===== config.mk =====
export PLATFORM = sky130hd
export DESIGN_NAME = pipelined_addsub_flat
export DESIGN_NICKNAME = d
export VERILOG_FILES = /design/src/rtl/addsub_pkg.sv /design/src/rtl/pipelined_addsub_if.sv /design/src/rtl/addsub_slice.sv /design/src/rtl/fullAdder.sv /design/src/rtl/pipelined_addsub.sv /design/src/flat_wrapper.sv
export SDC_FILE = /design/constraint.sdc
export NUM_CORES = 1
export LEC_CHECK = 0
export ABC_AREA = 1
export ABC_CLOCK_PERIOD_IN_PS = 9600
export BUFFER_PORTS_ARGS = -buffer_cell sky130_fd_sc_hd__buf_2
export CORE_AREA = 2 2 224 226
export DETAILED_ROUTE_END_ITERATION = 16
export DIE_AREA = 0 0 226 228
export GPL_TIMING_DRIVEN = 0
export PLACE_DENSITY = 0.54
export REMOVE_ABC_BUFFERS = 1
export SETUP_SLACK_MARGIN = 0.02
export SYNTH_ARGS = -nofsm -noshare
export SYNTH_HDL_FRONTEND = slang
export SYNTH_SLANG_ARGS = --single-unit

===== constraint.sdc =====
create_clock -name clk -period 9.6 [get_ports clk]
set_input_delay 0 -clock clk [delete_from_list [all_inputs] [get_ports clk]]
set_output_delay 0 -clock clk [all_outputs]
set_load 0.05 [all_outputs]

===== src/rtl/addsub_pkg.sv =====
// Shared types and helpers for the pipelined adder/subtractor.
//   flags_t  : packed {n, z, v, c} flag word as written to the flag register file
//   FLAG_*   : bit positions of each flag inside the 4-bit flag word
//   calc_v   : signed overflow from the carries into and out of the MSB
// Optional feature macro (used by the files that import this package): ADDSUB_SATURATE_EN
package addsub_pkg;

    typedef struct packed {
        logic n;
        logic z;
        logic v;
        logic c;
    } flags_t;

    localparam int unsigned FLAG_N = 3;
    localparam int unsigned FLAG_Z = 2;
    localparam int unsigned FLAG_V = 1;
    localparam int unsigned FLAG_C = 0;

    function automatic logic calc_v(input logic cin_msb, input logic cout_msb);
        return cin_msb ^ cout_msb;
    endfunction

endpackage


===== src/rtl/pipelined_addsub_if.sv =====
// Operation/result bundle between the EX-stage issue logic and pipelined_addsub.
//   in_valid, a, b, sub (, sat) : operation presented by the master
//   out_valid, result, flags    : registered result returned by the slave
// When ADDSUB_SATURATE_EN is defined an extra 'sat' request bit travels with the op.
interface pipelined_addsub_if #(
    parameter int WIDTH = 64
);
    logic             in_valid;
    logic [WIDTH-1:0] a;
    logic [WIDTH-1:0] b;
    logic             sub;
`ifdef ADDSUB_SATURATE_EN
    logic             sat;
`endif
    logic             out_valid;
    logic [WIDTH-1:0] result;
    logic [3:0]       flags;

`ifdef ADDSUB_SATURATE_EN
    modport master (output in_valid, a, b, sub, sat, input out_valid, result, flags);
    modport slave  (input in_valid, a, b, sub, sat, output out_valid, result, flags);
`else
    modport master (output in_valid, a, b, sub, input out_valid, result, flags);
    modport slave  (input in_valid, a, b, sub, output out_valid, result, flags);
`endif

endinterface


===== src/rtl/addsub_slice.sv =====
// Combinational SW-bit ripple-carry adder built from fullAdder cells.
//   a, b, cin : slice operands (b already inverted for subtraction) and carry in
//   sum       : slice sum
//   cout      : carry out of the slice MSB
//   cmsb      : carry into the slice MSB (overflow detection in the top slice)
module addsub_slice #(
    parameter int SW = 16
) (
    input  logic [SW-1:0] a,
    input  logic [SW-1:0] b,
    input  logic          cin,
    output logic [SW-1:0] sum,
    output logic          cout,
    output logic          cmsb
);
    logic [SW:0] c;

    assign c[0] = cin;

    for (genvar i = 0; i < SW; i++) begin : g_bit
        fullAdder u_fa (
            .a    (a[i]),
            .b    (b[i]),
            .cin  (c[i]),
            .s    (sum[i]),
            .cout (c[i+1])
        );
    end

    assign cout = c[SW];
    assign cmsb = c[SW-1];
endmodule


===== src/rtl/fullAdder.sv =====
// Single-bit gate-level full adder cell.
//   a, b, cin : addend bits and carry in
//   s, cout   : sum bit and carry out
module fullAdder (
    input  logic a,
    input  logic b,
    input  logic cin,
    output logic s,
    output logic cout
);
    assign s    = a ^ b ^ cin;
    assign cout = (a & b) | (cin & (a ^ b));
endmodule


===== src/rtl/pipelined_addsub.sv =====
// Pipelined two's-complement adder/subtractor with {N, Z, V, C} flags.
// Operands are cut into STAGES slices of SW = WIDTH/STAGES bits; stage k adds slice k
// and registers its carry for stage k+1. Latency is STAGES cycles, one op per cycle.
//   clk, reset : clock, synchronous active-high reset (wins over stall)
//   stall      : freezes every pipeline register; in_valid is ignored meanwhile
//   bus        : pipelined_addsub_if slave (in_valid, a, b, sub, out_valid, result, flags)
// WIDTH must be a multiple of STAGES.
// ADDSUB_SATURATE_EN: adds bus.sat; on signed overflow the result clamps to the signed
// max/min (by A's sign) while the flags still report the raw sum.
module pipelined_addsub
    import addsub_pkg::*;
#(
    parameter int WIDTH  = 64,
    parameter int STAGES = 4
) (
    input  logic              clk,
    input  logic              reset,
    input  logic              stall,
    pipelined_addsub_if.slave bus
);
    localparam int SW   = WIDTH / STAGES;
    localparam int LAST = STAGES - 1;
    localparam logic [WIDTH-1:0] SLICE_MASK = WIDTH'({SW{1'b1}});

    // Inputs seen by each stage: element 0 comes from the bus, element k from stage k-1.
    // st_a/st_b carry the whole operands skewed along; st_s holds the slices summed so far.
    logic [WIDTH-1:0] st_a [STAGES];
    logic [WIDTH-1:0] st_b [STAGES];
    logic [WIDTH-1:0] st_s [STAGES];
    logic             st_c [STAGES];
    logic             st_v [STAGES];
`ifdef ADDSUB_SATURATE_EN
    logic             st_sat [STAGES];
`endif

    logic [SW-1:0]    sl_sum  [STAGES];
    logic             sl_cout [STAGES];
    logic             sl_cmsb [STAGES];
    logic [WIDTH-1:0] sum_full [STAGES];

    assign st_a[0] = bus.a;
    assign st_b[0] = bus.sub ? ~bus.b : bus.b;
    assign st_s[0] = '0;
    assign st_c[0] = bus.sub;   // the +1 of A + ~B + 1
    assign st_v[0] = bus.in_valid;
`ifdef ADDSUB_SATURATE_EN
    assign st_sat[0] = bus.sat;
`endif

    for (genvar k = 0; k < STAGES; k++) begin : g_stage
        addsub_slice #(
            .SW (SW)
        ) u_slice (
            .a    (st_a[k][k*SW +: SW]),
            .b    (st_b[k][k*SW +: SW]),
            .cin  (st_c[k]),
            .sum  (sl_sum[k]),
            .cout (sl_cout[k]),
            .cmsb (sl_cmsb[k])
        );

        // Merge this slice's sum into the partial result gathered so far.
        assign sum_full[k] = (st_s[k] & ~(SLICE_MASK << (k * SW)))
                           | (WIDTH'(sl_sum[k]) << (k * SW));

        if (k < LAST) begin : g_reg
            logic [WIDTH-1:0] a_q;
            logic [WIDTH-1:0] b_q;
            logic [WIDTH-1:0] s_q;
            logic             c_q;
            logic             v_q;
`ifdef ADDSUB_SATURATE_EN
            logic             sat_q;
`endif

            // Datapath loads on bubbles too; only the valid bit marks the slot empty.
            always_ff @(posedge clk) begin
                if (reset) begin
                    a_q <= '0;
                    b_q <= '0;
                    s_q <= '0;
                    c_q <= 1'b0;
                    v_q <= 1'b0;
`ifdef ADDSUB_SATURATE_EN
                    sat_q <= 1'b0;
`endif
                end else if (!stall) begin
                    a_q <= st_a[k];
                    b_q <= st_b[k];
                    s_q <= sum_full[k];
                    c_q <= sl_cout[k];
                    v_q <= st_v[k];
`ifdef ADDSUB_SATURATE_EN
                    sat_q <= st_sat[k];
`endif
                end
            end

            assign st_a[k+1] = a_q;
            assign st_b[k+1] = b_q;
            assign st_s[k+1] = s_q;
            assign st_c[k+1] = c_q;
            assign st_v[k+1] = v_q;
`ifdef ADDSUB_SATURATE_EN
            assign st_sat[k+1] = sat_q;
`endif
        end
    end

    // Final stage: flags from the complete raw sum, optional clamp, output registers.
    logic [WIDTH-1:0] res_d;
    flags_t           flags_d;

    always_comb begin
        flags_d.n = sum_full[LAST][WIDTH-1];
        flags_d.z = (sum_full[LAST] == '0);
        flags_d.v = calc_v(sl_cmsb[LAST], sl_cout[LAST]);
        flags_d.c = sl_cout[LAST];
        res_d     = sum_full[LAST];
`ifdef ADDSUB_SATURATE_EN
        if (st_sat[LAST] && flags_d.v) begin
            res_d = st_a[LAST][WIDTH-1] ? {1'b1, {(WIDTH-1){1'b0}}}
                                        : {1'b0, {(WIDTH-1){1'b1}}};
        end
`endif
    end

    logic             out_valid_q;
    logic [WIDTH-1:0] result_q;
    flags_t           flags_q;

    // result/flags only load with a valid op so they hold across bubbles.
    always_ff @(posedge clk) begin
        if (reset) begin
            out_valid_q <= 1'b0;
            result_q    <= '0;
            flags_q     <= '0;
        end else if (!stall) begin
            out_valid_q <= st_v[LAST];
            if (st_v[LAST]) begin
                result_q <= res_d;
                flags_q  <= flags_d;
            end
        end
    end

    assign bus.out_valid = out_valid_q;
    assign bus.result    = result_q;
    assign bus.flags     = flags_q;

endmodule


===== src/flat_wrapper.sv =====
// flat-port wrapper written by rule: the top's interface ports become plain ports
module pipelined_addsub_flat import addsub_pkg::*;
#(
    parameter int WIDTH  = 64,
    parameter int STAGES = 4
)
  (clk, reset, stall, bus_in_valid, bus_a, bus_b, bus_sub, bus_out_valid, bus_result, bus_flags);
  pipelined_addsub_if #(.WIDTH(WIDTH)) bus_i ();
  input  logic clk;
  input  logic reset;
  input  logic stall;
  input wire logic [$bits(bus_i.in_valid)-1:0] bus_in_valid;
  input wire logic [$bits(bus_i.a)-1:0] bus_a;
  input wire logic [$bits(bus_i.b)-1:0] bus_b;
  input wire logic [$bits(bus_i.sub)-1:0] bus_sub;
  output wire logic [$bits(bus_i.out_valid)-1:0] bus_out_valid;
  output wire logic [$bits(bus_i.result)-1:0] bus_result;
  output wire logic [$bits(bus_i.flags)-1:0] bus_flags;
  assign bus_i.in_valid = bus_in_valid;
  assign bus_i.a = bus_a;
  assign bus_i.b = bus_b;
  assign bus_i.sub = bus_sub;
  assign bus_out_valid = bus_i.out_valid;
  assign bus_result = bus_i.result;
  assign bus_flags = bus_i.flags;
  pipelined_addsub #(.WIDTH(WIDTH), .STAGES(STAGES)) u_core (.clk(clk), .reset(reset), .stall(stall), .bus(bus_i));
endmodule

Word-level counts from Yosys, hierarchy flattened

Index checks and enable logic that the tools add are counted.

Register bits: 555
Bits of input ports: 133
Output and inout bits: 69
Logic and storage cells: 350

Multiplexer cells: 1
Bitwise gates (word level): 326
Reduce and logical (&&, ||, !) cells: 2

Operators by type and width:

| operator          | count |
|---|---|
| $xor A1 B1 Y1     | 129 |
| $and A1 B1 Y1     | 128 |
| $logic_not A64 Y1 | 1 |
| $mux W64          | 1 |
| $not A64 Y64      | 1 |
| $or A1 B1 Y1      | 64 |
| $or A48 B64 Y64   | 1 |
| $or A32 B48 Y48   | 1 |
| $or A16 B32 Y32   | 1 |
| $reduce_and A2 Y1 | 1 |
| $not A1 Y1        | 1 |

Longest topological paths before layout

Depth in word-level cells: 35
Gate-level depth with buffers: 23

By module

From an unflattened synthesis, not the netlist that was laid out.

Cells, all modules: 1785
Area, all modules: 14601.5 um^2

Modules (own cells, without submodules):

| module           | times used | cells an instance | area an instance (um^2) | sequential area each (um^2) |
|---|---|---|---|---|
| pipelined_addsub | 1          | 1721              | 13320.3                 | 7247.0 |
| fullAdder        | 64         | 1                 | 20.0                    | 0.0 |

Least setup slack after synthesis

Ideal clock, no wire load.

Kind: flip-flop to flip-flop
Start: reg u_core.g_stage[2].g_reg.b_q[48]
End: reg u_core.flags_q, in the netlist u_core.bus.flags[2]
Library setup time: 0.071 ns
Arrival time: 7.838 ns
Slack: 1.691 ns
Stages on the path, launching flop included: 24
Path buffers: 0
Clock period less this slack: 7.909 ns
Path through: dfxtp_1 > fa_1 > fa_1 > fa_1 > fa_1 > fa_1 > fa_1 > fa_1 > fa_1 > fa_1 > fa_1 > fa_1 > fa_1 > inv_1 > fa_1 > inv_1 > fa_1 > fa_1 > fa_1 > nor2_1 > nand4_1 > nor2_1 > nand3_1 > a21oi_1

RTL lines:

| item                   | RTL line                | text |
|---|---|---|
| from (decl)            | pipelined_addsub.sv:68  | `logic [WIDTH-1:0] b_q;` |
| from (signal assigned) | pipelined_addsub.sv:89  | `b_q <= st_b[k];` |
| to (signal assigned)   | pipelined_addsub.sv:142 | `flags_q <= flags_d;` |
| to (decl)              | pipelined_addsub.sv:130 | `flags_t flags_q;` |

==> results.rst <==
.. list-table::
   :header-rows: 1

   * - Metric
     - Value
   * - Capture endpoint of the worst hold path
     - u_core.g_stage[0].g_reg.s_q[15]$_SDFFE_PP0N_
   * - Top delay family on crit path
     - adder cells
   * - Total half-perimeter wirelength after legalization and detailed placement
     - 21100 um
   * - Layout Area Growth over Synthesis
     - 31.4%
   * - Launch point of the worst reg-to-reg path
     - u_core.g_stage[2].g_reg.b_q[48]$_SDFFE_PP0N_
   * - Maximum fanout along the worst path
     - 2
   * - Outcome
     - complete, no violations
   * - First-pass detailed-route iteration total
     - 6
   * - Library cell occupying the most area in the post-synthesis netlist
     - sky130_fd_sc_hd__dfxtp_1
   * - Number of ports placed on the die boundary
     - 202
   * - GRT Residual Overflow
     - 0
   * - Area inside the core boundary
     - 0.0493 sq mm
   * - Die area
     - 0.0515 sq mm
   * - 1st-iter DRT viols
     - 548
   * - Setup TNS
     - 0 ns
   * - Critical path data required time
     - 10.06 ns
   * - Worst stage delay on the critical path
     - 0.57 ns
   * - Fin crit period
     - 8.60 ns
   * - Pwr Total
     - 3.88 mW
   * - Average size of a mapped cell
     - 8.22 sq um
   * - H-tree Lvls
     - 2
   * - TritonCTS clock tree
     - done
   * - Reg clk slew, reported paths
     - 0.06 ns
   * - Setup bufs post-CTS
     - 0
   * - Maximum root-to-sink buffer count
     - 3
   * - Crit path max-delay cell type
     - sky130_fd_sc_hd__fa_1
   * - Number of antenna violations at the first check in global routing
     - 3
   * - Largest voltage drop on the vdd net
     - 0.000121 V
   * - Cell at the root of the clock tree
     - sky130_fd_sc_hd__clkbuf_16
   * - Routability cong.
     - 0.740
   * - Number of buffers inserted during clock tree synthesis
     - 42
   * - Die Ht
     - 228 um
   * - Worst Hold Class
     - primary input to register
   * - Critical register-to-register path endpoint
     - u_core.bus.flags[2]$_SDFFE_PP0P_
   * - Final nets
     - 2267
   * - Post-synthesis register bit count
     - 362
   * - CP Launch Type
     - register
   * - Final Hold Slack
     - 0.0884 ns
   * - Minimum setup slack among reg-to-reg paths
     - 1.0 ns
   * - Overall via count from detail_route
     - 12100
   * - Post-route antenna net violation count
     - 0
   * - Drt wl/cell
     - 13.2 um
   * - Combined area of all synthesized cells
     - 0.0146 sq mm
   * - Count of final max-slew check failures
     - 0
   * - Fin crit share
     - 89.6%
   * - Worst Tran Pin Value
     - 0.871 ns
   * - Number of endpoints with negative hold slack in the final report
     - 0
   * - Number of enable flip-flop cells after synthesis
     - 0
   * - Achievable frequency
     - 0.116 GHz
   * - Vias in the first global route
     - 11800
   * - Site Rows
     - 82
   * - Remaining DRCs
     - 0
   * - Count of buffering cells on the critical path with inverters included
     - 2
   * - Setup violation total in the final timing report
     - 0
   * - Total wire length
     - 36700 um
   * - Sequential element share of the synthesized area
     - 49.5%
   * - Warnings, synthesis
     - 0
   * - Antenna Cells
     - 0
   * - Port Buffer Count
     - 201
   * - Most frequent cells after synthesis
     - sky130_fd_sc_hd__nor2_1, sky130_fd_sc_hd__dfxtp_1, sky130_fd_sc_hd__o21ai_0
   * - Cell-by-cell listing of the critical path
     - fa_1, fa_1, fa_1, fa_1, fa_1, fa_1, fa_1, fa_1, fa_1, fa_1, fa_1, fa_1, inv_1, fa_1, inv_1, fa_1, fa_1, fa_1, nor2_1, nand4_1, nor2_1, nand3_1, a21oi_1
   * - Post-DR vias/cell
     - 4.36
   * - Category of the worst setup path capture point
     - register
   * - Hold path depth
     - 5
   * - Async SR Flop Fraction
     - 0%
   * - Unique masters post-synth
     - 22
   * - Max transition margin
     - 41.9%
   * - Pre-CTS WS
     - 0.899 ns
   * - Layout fillers
     - 4981
   * - Static leakage power
     - 8.75 nW
   * - MaxCap Viol Count
     - 0
   * - Effective utilization at floorplan
     - 29.7%
   * - Most repeated cell in the gate-level netlist after synthesis
     - sky130_fd_sc_hd__nor2_1
   * - Arrival @ worst endpoint
     - 9.06 ns
   * - First-pass GRT wire length
     - 59900 um
   * - Die extent in x
     - 226 um
   * - Top-area cell type share of the netlist area
     - 49.5%
   * - Aggregate global-route resource usage
     - 14.3%
   * - Number of buffers inserted for hold repair after clock tree synthesis
     - 163
   * - Multi-input gate area
     - 0.00637 sq mm
   * - Skew-Pair Late Insertion Delay
     - 0.55 ns
   * - Num Clock Sinks
     - 362
   * - Min-delay src
     - bus_b[15]
   * - Critical path class
     - register to register
   * - Depth of the most critical reg-to-reg path
     - 23
   * - RSZ-0062 raised after global routing
     - false
   * - Area occupied by registers
     - 0.00725 sq mm
   * - Most frequent cell on the critical path
     - sky130_fd_sc_hd__fa_1
   * - Largest net degree at the start of global routing
     - 169
   * - Post-route worst setup slack
     - 0.995 ns
   * - Post-cts sizing count
     - 0
   * - Power per unit of standard cell area
     - 202 mW/mm^2
   * - Worst clock skew
     - 0.0190 ns
   * - Ranking of synthesized cells by area
     - sky130_fd_sc_hd__dfxtp_1, sky130_fd_sc_hd__nor2_1, sky130_fd_sc_hd__o21ai_0
   * - Most used flip-flop cell after synthesis
     - sky130_fd_sc_hd__dfxtp_1
   * - Ratio of cells with drive above 1 in the final layout
     - 13.5%
   * - Gate count of the mapped netlist
     - 1783
==> where the power goes <==
| group | switching, mW | internal [mW] |
|---|---|---|
| clock network | 0.633 | 1.08 |
| registers | 0.0559 | 1.61 |
| logic | 0.287 | 0.216 |
| total | 0.976 | 2.91 |
==> worst register-to-register path, cell delays in order (launching register included) <==
cell	delay, ns
sky130_fd_sc_hd__dfxtp_1	0.33
sky130_fd_sc_hd__fa_1	0.47
sky130_fd_sc_hd__fa_1	0.48
sky130_fd_sc_hd__fa_1	0.57
sky130_fd_sc_hd__fa_1	0.50
sky130_fd_sc_hd__fa_1	0.46
sky130_fd_sc_hd__fa_1	0.46
sky130_fd_sc_hd__fa_1	0.48
sky130_fd_sc_hd__fa_1	0.50
sky130_fd_sc_hd__fa_1	0.47
sky130_fd_sc_hd__fa_1	0.46
sky130_fd_sc_hd__fa_1	0.48
sky130_fd_sc_hd__fa_1	0.43
sky130_fd_sc_hd__inv_1	0.10
sky130_fd_sc_hd__fa_1	0.18
sky130_fd_sc_hd__inv_1	0.06
sky130_fd_sc_hd__fa_1	0.47
sky130_fd_sc_hd__fa_1	0.52
sky130_fd_sc_hd__fa_1	0.53
sky130_fd_sc_hd__nor2_1	0.17
sky130_fd_sc_hd__nand4_1	0.09
sky130_fd_sc_hd__nor2_1	0.11
sky130_fd_sc_hd__nand3_1	0.08
sky130_fd_sc_hd__a21oi_1	0.14
==> state kept, by name, indices dropped and copies added, names as in the netlist <==
register,cells
u_core.g_stage.g_reg.s_q,96
u_core.bus.out_valid,1
u_core.bus.result,63
u_core.g_stage.g_reg.a_q,96
u_core.g_stage.g_reg.v_q,3
u_core.g_stage.g_reg.b_q,96
u_core.bus.flags,4
u_core.g_stage.g_reg.c_q,3
==> metal layers <==
metal	up-vias	part of all wire, %	GRT usage (%)
met5	-	0.074	0
met4	4	1.9	3.89
met3	55	4.5	3.37
met2	213	46	23.3
met1	5600	48	19.0
li1	6220	-	-
==> cell usage in the layout, fill, tap and decap left out, drive strengths merged <==
cell type    netlist  final
nor2             573    573
dfxtp            362    362
o21ai            359    359
buf               60    208
dlygate4sd3        0    163
inv              116    117
a21oi             95     95
fa                63     63
clkbuf            67     59
xor2              51     51
nand2             17     17
xnor2             14     14
bufinv             0      6
clkinv             0      6
nand4              2      2
clkinvlp           0      2
mux2               1      1
or2                1      1
nand3              1      1
o211a              1      1
==> kinds of logic (layout without fill, tap and decap cells) <==
group	after synthesis	in the layout	synth area share, %
xor gates and xnor gates	65	65	3.89
adders and majority gates	63	63	8.61
AOI/OAI and AO/OA	455	455	15.6
and+or+nand+nor	594	594	15.3
DFF	362	362	49.5
buffers and inverters	243	561	7.07
muxes	1	1	0.0769
==> metrics by stage <==
step / util (%) / cells / cell area [sq um]
2_1_floorplan: - / 1656 / 14000
3_3_place_gp: 32.2 / 2529 / 15900
3_5_place_dp: 32.6 / 2536 / 16100
4_1_cts: 39.0 / 2773 / 19200
5_1_grt: 39.0 / 2773 / 19200
6_report: 39.0 / 2773 / 19200
==> area by class of cell <==
cell class | count | share of cell area, %
Tap cell | 672 | 4.37
Timing Repair Buffer | 371 | 14.7
Multi-Input combinational cell | 1178 | 33.1
Clock inverter | 15 | 1.22
Inverter | 116 | 2.35
Sequential cell | 362 | 37.7
Clock buffer | 59 | 6.59
==> worst max path at each step <==
stage	from	end	slack (ns)	cells after the start
2_1_floorplan	u_core.g_stage[2].g_reg.b_q[48]$_SDFFE_PP0N_	u_core.bus.flags[2]$_SDFFE_PP0P_	1.69	23
3_3_place_gp	stall	u_core.g_stage[1].g_reg.b_q[34]$_SDFFE_PP0N_	-0.83	4
3_5_place_dp	u_core.g_stage[2].g_reg.b_q[48]$_SDFFE_PP0N_	u_core.bus.flags[2]$_SDFFE_PP0P_	0.90	23
4_1_cts	u_core.g_stage[2].g_reg.b_q[48]$_SDFFE_PP0N_	u_core.bus.flags[2]$_SDFFE_PP0P_	0.87	23
5_1_grt	u_core.g_stage[2].g_reg.b_q[48]$_SDFFE_PP0N_	u_core.bus.flags[2]$_SDFFE_PP0P_	0.57	23
6_report	u_core.g_stage[2].g_reg.b_q[48]$_SDFFE_PP0N_	u_core.bus.flags[2]$_SDFFE_PP0P_	1.0	23
(Power assumes the default switching activity.)
